==> src/rtl/coin_vend.sv <==
// Coin-operated vending controller with credit accumulation, change payout and
// a three-digit seven-segment credit display (rupees . paise tens paise units).
// Optional feature: define COIN_CANCEL_EN to enable the cancel/refund path;
// without it the cancel input is accepted but has no effect.
module coin_vend #(
    parameter int unsigned PRICE_UNITS = 4,
    parameter int unsigned MAX_UNITS   = 36
) (
    input  logic       clock,
    input  logic       reset,
    input  logic [1:0] coin,
    input  logic       cancel,
    output logic       done,
    output logic       chg_out,
    output logic       coin_reject,
    output logic [6:0] seg_r,
    output logic [6:0] seg_t,
    output logic [6:0] seg_u
);

    localparam int unsigned CW = 6;            // credit width, holds up to 39 units
    localparam int unsigned SW = CW + 1;       // credit + coin without overflow
    localparam logic [6:0]  SEG_ZERO = 7'b1000000;

    typedef enum logic [1:0] {
        IDLE    = 2'd0,
        COLLECT = 2'd1,
        VEND    = 2'd2,
        CHANGE  = 2'd3
    } state_t;

    state_t        state;
    state_t        state_nxt;
    logic [CW-1:0] credit;
    logic [CW-1:0] credit_nxt;
    logic          reject_nxt;

    logic [CW-1:0] coin_val;
    logic          coin_valid;
    logic [SW-1:0] sum;
    logic          fits;
    logic          reaches_price;

    logic          done_nxt;
    logic          chg_nxt;
    logic [6:0]    seg_r_nxt;
    logic [6:0]    seg_t_nxt;
    logic [6:0]    seg_u_nxt;

`ifndef COIN_CANCEL_EN
    // Cancel is a no-op in this build; keep the port tied off for lint.
    logic unused_cancel;
    assign unused_cancel = cancel;
`endif

    // Active-low {g,f,e,d,c,b,a} encoding of one decimal digit.
    function automatic logic [6:0] seg7(input logic [3:0] d);
        case (d)
            4'd0:    return 7'b1000000;
            4'd1:    return 7'b1111001;
            4'd2:    return 7'b0100100;
            4'd3:    return 7'b0110000;
            4'd4:    return 7'b0011001;
            4'd5:    return 7'b0010010;
            4'd6:    return 7'b0000010;
            4'd7:    return 7'b1111000;
            4'd8:    return 7'b0000000;
            4'd9:    return 7'b0010000;
            default: return 7'b1111111;
        endcase
    endfunction

    // Coin value decode in 25-paise units; 11 means no coin this cycle.
    always_comb begin
        coin_valid = 1'b1;
        case (coin)
            2'b00:   coin_val = CW'(1);
            2'b01:   coin_val = CW'(2);
            2'b10:   coin_val = CW'(4);
            default: begin
                coin_val   = '0;
                coin_valid = 1'b0;
            end
        endcase
    end

    // Prospective credit if the sampled coin is accepted.
    assign sum           = SW'(credit) + SW'(coin_val);
    assign fits          = (sum <= SW'(MAX_UNITS));
    assign reaches_price = (sum >= SW'(PRICE_UNITS));

    // State, credit and registered outputs; reset clears everything at once.
    always_ff @(posedge clock or posedge reset) begin
        if (reset) begin
            state       <= IDLE;
            credit      <= '0;
            done        <= 1'b0;
            chg_out     <= 1'b0;
            coin_reject <= 1'b0;
            seg_r       <= SEG_ZERO;
            seg_t       <= SEG_ZERO;
            seg_u       <= SEG_ZERO;
        end else begin
            state       <= state_nxt;
            credit      <= credit_nxt;
            done        <= done_nxt;
            chg_out     <= chg_nxt;
            coin_reject <= reject_nxt;
            seg_r       <= seg_r_nxt;
            seg_t       <= seg_t_nxt;
            seg_u       <= seg_u_nxt;
        end
    end

    // Next state, next credit and coin rejection decision.
    always_comb begin
        state_nxt  = state;
        credit_nxt = credit;
        reject_nxt = 1'b0;

        case (state)
            IDLE, COLLECT: begin
`ifdef COIN_CANCEL_EN
                // Cancel beats any simultaneous coin; full credit is refunded.
                if (cancel && (state == COLLECT)) begin
                    state_nxt  = CHANGE;
                    reject_nxt = coin_valid;
                end else
`endif
                if (coin_valid) begin
                    if (fits) begin
                        credit_nxt = sum[CW-1:0];
                        state_nxt  = reaches_price ? VEND : COLLECT;
                    end else begin
                        reject_nxt = 1'b1;
                    end
                end
            end

            VEND: begin
                credit_nxt = credit - CW'(PRICE_UNITS);
                state_nxt  = (credit_nxt != '0) ? CHANGE : IDLE;
                reject_nxt = coin_valid;
            end

            CHANGE: begin
                // One unit paid out per cycle; leave on the edge credit hits 0.
                if (credit <= CW'(1)) begin
                    credit_nxt = '0;
                    state_nxt  = IDLE;
                end else begin
                    credit_nxt = credit - CW'(1);
                end
                reject_nxt = coin_valid;
            end

            default: begin
                state_nxt  = IDLE;
                credit_nxt = '0;
            end
        endcase
    end

    // Output decode from the next state/credit so registers track the state.
    always_comb begin
        done_nxt  = (state_nxt == VEND);
        chg_nxt   = (state_nxt == CHANGE);
        seg_r_nxt = seg7(credit_nxt[CW-1:2]);
        seg_t_nxt = SEG_ZERO;
        seg_u_nxt = SEG_ZERO;
        case (credit_nxt[1:0])
            2'd1: begin
                seg_t_nxt = seg7(4'd2);
                seg_u_nxt = seg7(4'd5);
            end
            2'd2: begin
                seg_t_nxt = seg7(4'd5);
                seg_u_nxt = seg7(4'd0);
            end
            2'd3: begin
                seg_t_nxt = seg7(4'd7);
                seg_u_nxt = seg7(4'd5);
            end
            default: begin
                seg_t_nxt = SEG_ZERO;
                seg_u_nxt = SEG_ZERO;
            end
        endcase
    end

endmodule

==> config.mk <==
export PLATFORM = sky130hd
export DESIGN_NAME = coin_vend
export DESIGN_NICKNAME = d
export VERILOG_FILES = /design/src/rtl/coin_vend.sv
export SDC_FILE = /design/constraint.sdc
export NUM_CORES = 1
export LEC_CHECK = 0
export BUFFER_PORTS_ARGS = -buffer_cell sky130_fd_sc_hd__buf_2
export CAP_MARGIN = 5
export CELL_PAD_IN_SITES_DETAIL_PLACEMENT = 0
export CELL_PAD_IN_SITES_GLOBAL_PLACEMENT = 1
export CORE_ASPECT_RATIO = 0.9
export CORE_MARGIN = 10
export CORE_UTILIZATION = 46
export DETAILED_ROUTE_END_ITERATION = 8
export GPL_TIMING_DRIVEN = 0
export HOLD_SLACK_MARGIN = 0.08
export MAX_ROUTING_LAYER = met4
export PLACE_DENSITY_LB_ADDON = 0.1
export SLEW_MARGIN = 40
export SYNTH_ARGS = -nofsm -noshare
export SYNTH_HDL_FRONTEND = slang
export SYNTH_SLANG_ARGS = --single-unit
==> constraint.sdc <==
create_clock -name clock -period 8.12 [get_ports clock]
set_input_delay 0.812 -clock clock [delete_from_list [all_inputs] [get_ports clock]]
set_output_delay 0.812 -clock clock [all_outputs]
set_load 0.02 [all_outputs]
== Yosys cells after proc, flatten, opt, wreduce, memory -nomap -nowiden ==
Memories as Yosys holds them, arrays and structs flattened. A register that Yosys moved wholly into a read port is not among the register bits.
Index checks and enable logic that the tools add are counted.

* Flip-flop bits (word level): 25
* Memory bits (read-only): 112
* Input bits: 5
* Output and inout port bits: 24
* Word-level logic and storage cells: 48
* Memories: 1

{| class="wikitable"
|+ Memories
! name !! depth !! width !! read ports !! clocked after Yosys merged registers in !! write ports !! RTL line !! RTL
|-
| (name not given) || 16 || 7 || 1 || 1 || 0 || 58 || <nowiki>case (d)</nowiki>
|}

* $add $sub $neg: 3
* Order comparisons: 3
* Equality and inequality tests: 10
* Mux-type cells: 17
* Reductions and logical operators: 7

{| class="wikitable"
|+ Operators by type and width
! cell !! number
|-
| $pmux 7 s3 || 1
|-
| $mux 6 || 3
|-
| $pmux 6 s3 || 1
|-
| $eq 2x2->1 const B || 7
|-
| $mux 2 || 5
|-
| $pmux 3 s3 || 1
|-
| $add 6x6->7 || 1
|-
| $ge 7x3->1 const B || 1
|-
| $le 7x6->1 const B || 1
|-
| $mux 7 || 1
|-
| $eq 2x1->1 const B || 3
|-
| $le 6x1->1 const B || 1
|-
| $pmux 2 s3 || 1
|-
| $reduce_bool 6->1 || 1
|-
| $reduce_or 2->1 || 3
|-
| $sub 6x1->6 const B || 1
|-
| $sub 6x3->6 const B || 1
|-
| $logic_not 2->1 || 2
|-
| $mux 1 || 3
|-
| $reduce_or 3->1 || 1
|-
| $pmux 1 s2 || 1
|}

== Longest topological paths before layout ==
* Depth in word-level cells: 10
* Depth in mapped cells: 15
* Mapped depth without buffers: 14

== Worst setup path before layout ==
No wires, ideal clock.

* Path kind: input-to-reg
* From: input port coin[0]
* To: register seg_r[3]
* Library setup time: 87 ps
* Arrival: 3440 ps
* Required time: 8033 ps
* Setup slack: 4593 ps
* Stages: 11
* Path buffers: 1
* Cells stage by stage: nor2_1 > ha_1 > fa_1 > or2_2 > a2111o_1 > o22ai_1 > or2_1 > buf_6 > mux2_2 > ha_1 > a22oi_1

* Word-level cells in the longest chain between the ends: 7
* Elaborated cells between the ends (all ways): 11
* Those cells by class: 1 x add/sub; 1 x order compare; 2 x eq/ne; 5 x mux; 2 x reduce/logical

{| class="wikitable"
|+ Ends and longest elaborated chain
! item !! RTL line !! RTL
|-
| start, declared || 11 || <nowiki>input logic [1:0] coin,</nowiki>
|-
| $eq 2x2->1, or another cell as far along || 76 || <nowiki>case (coin)</nowiki>
|-
| $pmux 3 s3 || 76 ||
|-
| $add 6x6->7 || 88 || <nowiki>assign sum = SW'(credit) + SW'(coin_val);</nowiki>
|-
| $le 7x6->1 || 89 || <nowiki>assign fits = (sum <= SW'(MAX_UNITS));</nowiki>
|-
| $mux 6 || 131 || <nowiki>if (fits) begin</nowiki>
|-
| $mux 6 (*) || 130 || <nowiki>if (coin_valid) begin</nowiki>
|-
| $pmux 6 s3 (*) || 121 || <nowiki>case (state)</nowiki>
|-
| end, declared || 16 || <nowiki>output logic [6:0] seg_r,</nowiki>
|}

Mark *: on every way between the ends. The rest lies on a longest branch, timed or not.

== Worst setup path after layout ==
* From: input port coin[0]
* To: register seg_r[0]

* Word-level cells in the longest chain between the ends: 7
* Elaborated cells between the ends (all ways): 11
* Those cells by class: 1 x add/sub; 1 x order compare; 2 x eq/ne; 5 x mux; 2 x reduce/logical

{| class="wikitable"
|+ Ends and longest elaborated chain
! item !! RTL line !! RTL
|-
| $eq 2x2->1, or another cell as far along || 76 ||
|-
| $pmux 3 s3 || 76 ||
|-
| $add 6x6->7 || 88 ||
|-
| $le 7x6->1 || 89 ||
|-
| $mux 6 || 131 ||
|-
| $mux 6 (*) || 130 ||
|-
| $pmux 6 s3 (*) || 121 ||
|-
| net credit_nxt[2] || 35 || <nowiki>logic [CW-1:0] credit_nxt;</nowiki>
|}

Mark *: on every way through the listed nets, which the timed path passes. The rest lies on a longest branch.

==> impl_metrics.ini <==
[final_layout]
antenna_cells = 0
layoutNonFillerInstCount = 277
syn2layout_area_growth_pct = 12.4
drive_above_1_share_pct = 25.1
nNetsFinal = 255

[clocking]
cts-root-buf = clkbuf_8
h-tree-depth = 1
post_cts_setup_buffers = 0
tritoncts = built
cts_buffers = 3
cts_hold_repair.buffers = 0
clk_latency_ns = 0.27
cts_num_sinks = 25
cts_buffer_depth = 2
cts_repair_resize_count = 0
path_clk_slew_ns = 0.09

[timing]
timing.final.ws_setup_ns = 4.36
post_route_minimum_period_ns = 3.76
fin_tns_setup_ns = 0
clock_skew_ns = 0.00551
hold_violations = 0
hold_slack_ns = 0.564
max_slew.worst_pin.slew_ns = 0.576
fmax_ghz = 0.266
worst_slew_margin_rel_pct = 61.6
finalMaxSlewViolations = 0
report.final.setup_viol = 0
rsz0062_at_grt = false
layout_worst_path_cycle_share_pct = 46.3

[yosys]
most_instantiated_flip_flop_cell_in_the_synthesis_netlist = dfrtp_1
synth.most_common_cell = dfrtp_1
syn-instance-count = 201
yosysWarningCount = 0
avgSynthCellArea_um2 = 9.21
yosys.cell_types.count = 57
synth-seq-area-share_pct = 34.0
syn_area_um2 = 1850
yosysTopAreaCellShare_pct = 29.7
synth.top_cells.by_count = dfrtp_1, ha_1, nor2_1
count_of_flip_flops_with_a_built_in_enable_after_synthesis = 0
top_area_cells_in_the_synthesized_netlist = dfrtp_1, ha_1, dfstp_2, nor2_1, inv_1
async_reset_ff_share_pct = 100
yosys.area.top_type = dfrtp_1
synth.ff_latch_count = 25

[die]
core_area_um2 = 3810
initial_utilization_pct = 48.6
die_height_um = 80.2
die_outline_area_um2 = 6970
design.portCount = 29
fp-row-count = 21
die_x_um = 86.9

[route]
vias = 1530
met1_length_mm = 2.09
drt_pass1_iterations = 4
routed_wire_length_per_instance_um = 15.5
antenna_left = 0
routed.top_layer = met4
avgViaCountPerCell = 5.52
route.met3.wl_um = 150
drc = 0
routed-wl-met2_mm = 2.03
first_iter_violations = 66
finalWirelength_mm = 4.30

[worst_setup_path]
timing.critical_path.required_ns = 8.31
setup.worst_path.start_class = primary input
endpoint_kind = register
timing.critical_path.cells = buf_2, nor2_1, ha_1, fa_1, or2_2, a2111o_1, o22ai_1, or2_1, buf_6, mux2_2, inv_1, ha_1, mux2i_1, a2bb2oi_1
critical_path_buf_inv_count = 3
critical_path_peak_fanout = 10
arrival_ns = 3.95
critical_path.max_stage_delay_ns = 0.49
criticalPathCategory = primary input to register
crit_family = adder cells
critical-path-top-cell-by-count = ha_1
critical_path.slowest_cell = fa_1

[grt]
grt_pass1_wl_mm = 7.47
number_of_global_route_vias_before_repair = 1561
antenna_violations_before_repair = 0
grt.overflow.total = 0
maximum_number_of_pins_on_one_net_before_global_route_repair = 26
global_route.usage.total_pct = 13.1

[placement]
globalplace.congestion = 0.875
portBuffers = 22
place_worst_setup_slack_ns = 4.08
place.detailed.instances = 273
detailedPlacementHpwl_mm = 3.33

[min_path]
hold_class = primary input to async pin

[outcome]
run_status = finished, final reports clean

[job]
max_cap_viol_count = 0
==> layout by cell type, fill, tap and decap left out, types with 6 or more instances in the layout <==
master,n
buf_2,23
dfrtp_1,22
nor2_1,17
ha_1,17
inv_1,14
nand2_1,14
o21ai_0,10
a21oi_1,7
buf_4,7
o22ai_1,6
nor3_1,6
==> cell families (layout without fill, tap and decap cells) <==
family | after synthesis | in the layout | synth area share [%]
other | 1 | 5 | 0.203
buffers and inverters | 32 | 58 | 8.78
adders and majority gates | 18 | 18 | 12.6
xor gates and xnor gates | 2 | 2 | 0.946
AOI/OAI and AO/OA | 56 | 56 | 23.1
muxes | 6 | 6 | 3.31
DFF | 25 | 25 | 34.0
and+or+nand+nor | 61 | 61 | 17.1
==> flip-flops by register name, indices dropped and copies added, names as in the netlist <==
register and count:
credit 5, seg_t 6, done 1, seg_r 7, chg_out 1, coin_reject 1
state 2, seg_u 2
==> layout make-up <==
cell class / instances / area [µm²]
timing repair buffer: 22 / 110
multi-input combinational: 148 / 1070
inverter: 17 / 63.8
tap: 46 / 57.6
sequential: 25 / 629
buffer: 15 / 98.8
fill: 350 / 1730
clock buffer: 3 / 41.3
clock inverter: 1 / 5.00
==> routing by layer <==
layer,up-vias,global-route usage [%]
met1,742,17.0
met4,0,2.27
li1,756,-
met3,4,2.02
met5,-,-
met2,28,21.1
==> metrics by stage <==
step | utilization, % | area [µm²]
2_1_floorplan | - | 1870
3_3_place_gp | 53.4 | 2030
3_5_place_dp | 53.4 | 2030
4_1_cts | 54.6 | 2080
5_1_grt | 54.6 | 2080
6_report | 54.6 | 2080
==> worst paths after layout <==
path                                          start                   to  slack (ns)  depth (start not counted)
worst max-delay path                        coin[0]   seg_r[0]$_DFF_PP0_        4.36                         14
worst min-delay path                          reset   seg_u[4]$_DFF_PP0_        0.56                          2
worst max register to register  credit[0]$_DFF_PP0_   seg_r[0]$_DFF_PP0_        4.61                         12
worst min register to register  credit[0]$_DFF_PP0_  credit[0]$_DFF_PP0_        0.83                          3
max in group asynchronous                     reset   seg_r[6]$_DFF_PP1_        7.19                          2
min in group clock              credit[0]$_DFF_PP0_  credit[0]$_DFF_PP0_        0.83                          3
Power is left out: the tool's default activity adds up to more than one toggle a clock period on the data nets, which glitch-free logic cannot reach.
